## config.mk

```make
export PLATFORM = sky130hd
export DESIGN_NAME = alu_arbiter
export DESIGN_NICKNAME = d
export VERILOG_FILES = /design/src/rtl/alu_arbiter.sv
export SDC_FILE = /design/constraint.sdc
export NUM_CORES = 1
export LEC_CHECK = 0
export BUFFER_PORTS_ARGS = -buffer_cell sky130_fd_sc_hd__buf_4
export CORE_UTILIZATION = 39
export DETAILED_ROUTE_END_ITERATION = 12
export PLACE_DENSITY = 0.74
export SKIP_CTS_REPAIR_TIMING = 1
export SLEW_MARGIN = 20
export SYNTH_ARGS = -nofsm -noshare
export SYNTH_HDL_FRONTEND = slang
export SYNTH_SLANG_ARGS = --single-unit
```

## constraint.sdc

```tcl
create_clock -name clk -period 8.5 [get_ports clk]
set_clock_uncertainty 0.05 [all_clocks]
set_input_delay 0.85 -clock clk [delete_from_list [all_inputs] [get_ports clk]]
set_output_delay 0.85 -clock clk [all_outputs]
set_load 0.005 [all_outputs]
```

## src/rtl/alu_arbiter.sv

```systemverilog
// -----------------------------------------------------------------------------
// alu_arbiter
//   Shares one combinational ALU between NUM_REQ requesters. A requester
//   offers (operand_a, operand_b, opcode) on a valid/ready handshake. The
//   arbiter grants one of them, registers its operands onto the ALU inputs,
//   captures result/zero one cycle later and then holds the response for the
//   owning requester until that requester accepts it.
//
//   Sequence: IDLE (grant) -> EXEC (ALU evaluates) -> RESP (held response).
//
//   Configuration macro:
//     ALU_ARB_FIXED_PRIO_EN  defined   : fixed priority, lowest index wins
//                            undefined : round-robin, starvation-free (default)
//
// Ports
//   clk, reset                   clock (rising edge), async active-high reset
//   req_valid/req_ready          per-requester request handshake
//   req_operand_a/_b, req_control packed per-requester operands and opcode
//   rsp_valid/rsp_ready          per-requester response handshake
//   rsp_result, rsp_zero         captured ALU outputs, held during RESP
//   alu_operand_a/_b, alu_control registered ALU inputs
//   alu_result, alu_zero         ALU outputs
//   busy                         high while an operation is in flight
// -----------------------------------------------------------------------------
module alu_arbiter #(
  parameter int NUM_REQ    = 2,
  parameter int DATA_WIDTH = 32,
  parameter int CTRL_WIDTH = 4
) (
  input  logic                          clk,
  input  logic                          reset,
  input  logic [NUM_REQ-1:0]            req_valid,
  output logic [NUM_REQ-1:0]            req_ready,
  input  logic [NUM_REQ*DATA_WIDTH-1:0] req_operand_a,
  input  logic [NUM_REQ*DATA_WIDTH-1:0] req_operand_b,
  input  logic [NUM_REQ*CTRL_WIDTH-1:0] req_control,
  output logic [NUM_REQ-1:0]            rsp_valid,
  input  logic [NUM_REQ-1:0]            rsp_ready,
  output logic [DATA_WIDTH-1:0]         rsp_result,
  output logic                          rsp_zero,
  output logic [DATA_WIDTH-1:0]         alu_operand_a,
  output logic [DATA_WIDTH-1:0]         alu_operand_b,
  output logic [CTRL_WIDTH-1:0]         alu_control,
  input  logic [DATA_WIDTH-1:0]         alu_result,
  input  logic                          alu_zero,
  output logic                          busy
);

  localparam int IDX_W = (NUM_REQ > 1) ? $clog2(NUM_REQ) : 1;

  typedef enum logic [1:0] {
    IDLE = 2'd0,
    EXEC = 2'd1,
    RESP = 2'd2
  } state_t;

  state_t             state;
  state_t             state_nxt;
  logic [IDX_W-1:0]   owner;
  logic               grant_vld;
  logic [IDX_W-1:0]   grant_idx;
  logic               accept;
  logic [DATA_WIDTH-1:0] sel_a;
  logic [DATA_WIDTH-1:0] sel_b;
  logic [CTRL_WIDTH-1:0] sel_ctrl;

  // ---------------------------------------------------------------------------
  // Grant selection
  // ---------------------------------------------------------------------------
`ifdef ALU_ARB_FIXED_PRIO_EN
  // Descending scan so the lowest valid index is the last (winning) write.
  always_comb begin
    grant_vld = 1'b0;
    grant_idx = '0;
    for (int i = NUM_REQ - 1; i >= 0; i--) begin
      if (req_valid[i]) begin
        grant_vld = 1'b1;
        grant_idx = IDX_W'(i);
      end
    end
  end
`else
  logic [IDX_W-1:0] rr_ptr;
  logic [IDX_W-1:0] cand;

  // Search starts just after the last winner; scanning the offsets from far
  // to near lets the nearest valid requester overwrite the others.
  always_comb begin
    grant_vld = 1'b0;
    grant_idx = '0;
    cand      = '0;
    for (int k = NUM_REQ; k >= 1; k--) begin
      cand = IDX_W'((int'(rr_ptr) + k) % NUM_REQ);
      if (req_valid[cand]) begin
        grant_vld = 1'b1;
        grant_idx = cand;
      end
    end
  end

  always_ff @(posedge clk or posedge reset) begin
    if (reset) begin
      rr_ptr <= IDX_W'(NUM_REQ - 1);
    end else if (accept) begin
      rr_ptr <= grant_idx;
    end
  end
`endif

  assign accept = (state == IDLE) && grant_vld;

  // Operand mux for the granted requester.
  always_comb begin
    sel_a    = '0;
    sel_b    = '0;
    sel_ctrl = '0;
    for (int i = 0; i < NUM_REQ; i++) begin
      if (grant_idx == IDX_W'(i)) begin
        sel_a    = req_operand_a[i*DATA_WIDTH +: DATA_WIDTH];
        sel_b    = req_operand_b[i*DATA_WIDTH +: DATA_WIDTH];
        sel_ctrl = req_control[i*CTRL_WIDTH +: CTRL_WIDTH];
      end
    end
  end

  // ---------------------------------------------------------------------------
  // FSM state register
  // ---------------------------------------------------------------------------
  always_ff @(posedge clk or posedge reset) begin
    if (reset) begin
      state <= IDLE;
      owner <= '0;
    end else begin
      state <= state_nxt;
      if (accept) begin
        owner <= grant_idx;
      end
    end
  end

  // ---------------------------------------------------------------------------
  // FSM next state and handshake outputs
  // ---------------------------------------------------------------------------
  always_comb begin
    state_nxt = state;
    req_ready = '0;
    rsp_valid = '0;
    busy      = 1'b0;
    case (state)
      IDLE: begin
        // Gated by reset so req_ready reads zero while reset is held.
        if (grant_vld && !reset) begin
          req_ready = NUM_REQ'(1) << grant_idx;
        end
        if (grant_vld) begin
          state_nxt = EXEC;
        end
      end
      EXEC: begin
        busy      = 1'b1;
        state_nxt = RESP;
      end
      RESP: begin
        busy      = 1'b1;
        rsp_valid = NUM_REQ'(1) << owner;
        // Only the owner's rsp_ready completes the response; no new grant
        // is issued in this cycle even when it completes.
        if (rsp_ready[owner]) begin
          state_nxt = IDLE;
        end
      end
      default: begin
        state_nxt = IDLE;
      end
    endcase
  end

  // ---------------------------------------------------------------------------
  // ALU input registers and response capture
  // ---------------------------------------------------------------------------
  always_ff @(posedge clk or posedge reset) begin
    if (reset) begin
      alu_operand_a <= '0;
      alu_operand_b <= '0;
      alu_control   <= '0;
      rsp_result    <= '0;
      rsp_zero      <= 1'b0;
    end else begin
      if (accept) begin
        alu_operand_a <= sel_a;
        alu_operand_b <= sel_b;
        alu_control   <= sel_ctrl;
      end
      if (state == EXEC) begin
        rsp_result <= alu_result;
        rsp_zero   <= alu_zero;
      end
    end
  end

endmodule
```

==> impl_metrics.env <==
export IMPL_status="complete, no violations"
export IMPL_cts_buffer_depth=2
export IMPL_gp_congestion=0.7445
export IMPL_yosysMostFrequentCell="a21oi_1"
export IMPL_antenna_found_initial=0
export IMPL_grt_util_all_layers=0.2187
export IMPL_worst_slew_pin_slew_ns=0.7640
export IMPL_cts_tree="built"
export IMPL_synth_ff_type="dfrtp_1"
export IMPL_power_frac_seq=0.366
export IMPL_leakage_nw=3.480
export IMPL_fin_cells=882
export IMPL_num_vias=4445
export IMPL_cap_violations=0
export IMPL_dp_cells=866
export IMPL_io_buffers=280
export IMPL_yosysTopAreaCellShare=0.5694
export IMPL_power_total_mw=2.464
export IMPL_synth_cell_types=24
export IMPL_num_io_pins=281
export IMPL_cts_buffers=9
export IMPL_totalNegativeSetupSlack_ns=0
export IMPL_fp_dieH_um=110.3
export IMPL_critPathLaunchType="register"
export IMPL_dr_pass1_iters=5
export IMPL_area_delta_synth_final_pct=54.15
export IMPL_dp_final_hpwl_mm=10.01
export IMPL_synth_area_um2=4571
export IMPL_vias_per_cell=5.040
export IMPL_grt_pass1_vias=4207
export IMPL_synth_area_leaders="dfrtp_1 (57%), a21oi_1 (15%), mux2_2 (8.4%)"
export IMPL_wire_per_inst_um=15.62
export IMPL_drt_initial_drc_count=220
export IMPL_post_synth_cell_area_avg_um2=9.684
export IMPL_pwr_share_clk=0.176
export IMPL_seq_area_frac_synth=0.5751
export IMPL_place_ws_ns=5.547
export IMPL_drive_above_1_share=0.4614
export IMPL_critPathRequiredTime_ns=7.60
export IMPL_max_freq_mhz=333.9
export IMPL_vdd_drop_max_v=0.0002023
export IMPL_hold_path_class="register to register"
export IMPL_cp_max_fo=70
export IMPL_yosys_area_top_type="dfrtp_1"
export IMPL_rows=39
export IMPL_period_needed_ns=2.995
export IMPL_r2r_setup_slack_ns=6.43
export IMPL_grt_pass1_wl_mm=20.27
export IMPL_p_sw_uw=839.7
export IMPL_cp_end_kind="primary output"
export IMPL_worstSkewPairLatency_ns=0.34
export IMPL_postSynth_asyncResetShare=1.000
export IMPL_antenna_cells=0
export IMPL_nets=913
export IMPL_grt_setup_unrepaired="no"
export IMPL_cts_sinks=105
export IMPL_ys_warn_count=0
export IMPL_drtAntennaViolNets=0
export IMPL_synth_edf_count=0
export IMPL_synth_common_cells="a21oi_1 (139), dfrtp_1 (104), nand2_1 (71), nor2_1 (70), mux2_2 (34)"
export IMPL_switching_share=0.3409
export IMPL_die_w_um=110.3
export IMPL_worst_slack_ns=5.505
export IMPL_cts_root_buf="clkbuf_16"
export IMPL_path_clk_slew_ns=0.07
export IMPL_p_int_mw=1.624
export IMPL_synth_ff_latch_count=105
export IMPL_final_hold_viol_count=0
export IMPL_fin_area_um2=7046
export IMPL_remaining_drc_errors=0
export IMPL_power_density_nw_per_um2=349.7
export IMPL_synth_nets=651
export IMPL_grt_max_degree=71
export IMPL_grt_remaining_overflow=0
export IMPL_drt_wl_total_mm=13.78
export IMPL_crit_type="register to primary output"
export IMPL_finalSetupViolations=0
export IMPL_pwr_share_comb=0.458
export IMPL_fin_crit_sh=0.3524
export IMPL_start_util=0.4003
export IMPL_drv_slew=0
export IMPL_slew_headroom=0.4907
export IMPL_core_area_um2=11420
export IMPL_crit_arrival_ns=2.10
export IMPL_die_area_um2=12160
export IMPL_syn_inst=472
export IMPL_h_tree_depth=3
export IMPL_dpl_instance_area_um2=6729
-- sequential cells by signal, summed over array words and instances (netlist names) --
| name | flops |
|---|---|
| owner | 1 |
| alu_operand_a | 32 |
| alu_control | 4 |
| rsp_zero | 1 |
| rr_ptr | 1 |
| alu_operand_b | 32 |
| state | 2 |
| rsp_result | 32 |
-- metrics by stage --
step                  util  hold slack [ns]
global route        0.6170           0.4719
finish              0.6170           0.4579
floorplan                -           0.4523
global placement    0.5893           0.4403
CTS                 0.6170           0.4618
detailed placement  0.5893           0.4465
-- cell families after synthesis --
kind of cell | count (synthesis) | share of synthesized area
flops | 105 | 0.5751
buf+inv | 38 | 0.04407
fa+ha+maj | 4 | 0.01095
mux | 35 | 0.08596
compound gates | 146 | 0.1643
simple gates | 144 | 0.1196
-- routing by layer --
metal | vias to the layer above | routed length, um | GRT usage
met2 | 193 | 7150 | 0.3798
li1 | 2105 | - | -
met1 | 2126 | 5206 | 0.2582
met4 | 0 | 282 | 0.09023
met5 | - | 0 | 0
met3 | 21 | 1138 | 0.05291
-- power groups by stage --
stage                     clock [mW]  combinational, mW  sequential, mW
after floorplan                    0              0.545           0.915
after global placement             0               1.12           0.895
after detailed placement           0               1.15           0.911
after CTS                      0.446               1.15           0.904
after global routing           0.467               1.25           0.937
final                          0.434               1.13           0.901
-- worst paths after layout --
| check | start | end | cells after the start |
|---|---|---|---|
| min reg2reg | rsp_result[22] | rsp_result[22] | 1 |
| max reg2reg | state[1] | alu_operand_b[22] | 6 |
| max in group asynchronous | reset | alu_operand_a[3] | 3 |
| min | rsp_result[22] | rsp_result[22] | 1 |
| min in group asynchronous | reset | alu_operand_b[15] | 2 |
| max | state[0] | req_ready[0] | 6 |
-- cell type report --
| class | count | area (um2) |
|---|---|---|
| Timing Repair Buffer | 286 | 2147 |
| Sequential cell | 105 | 2629 |
| Fill cell | 938 | 4373 |
| Clock buffer | 13 | 270.3 |
| Tap cell | 143 | 178.9 |
| Clock inverter | 3 | 46.29 |
| Multi-Input combinational cell | 329 | 1760 |
| Inverter | 3 | 13.76 |
-- critical path: stages, from the launching register on --
cell and delay [ns]:
dfrtp_1 0.37, inv_1 0.08, ha_1 0.31, o21ai_4 0.09, buf_4 0.59, nor3_1 0.12, buf_4 0.17
-- cell usage in the layout, fill, tap and decap left out, types with 2 or more instances in the layout --
cell / count
a21oi_1: 139
buf_4: 286
clkbuf_16: 9
clkbuf_8: 3
dfrtp_1: 104
ha_1: 4
inv_1: 2
mux2_2: 34
nand2_1: 71
nor2_1: 70
(Power assumes the default switching activity.)
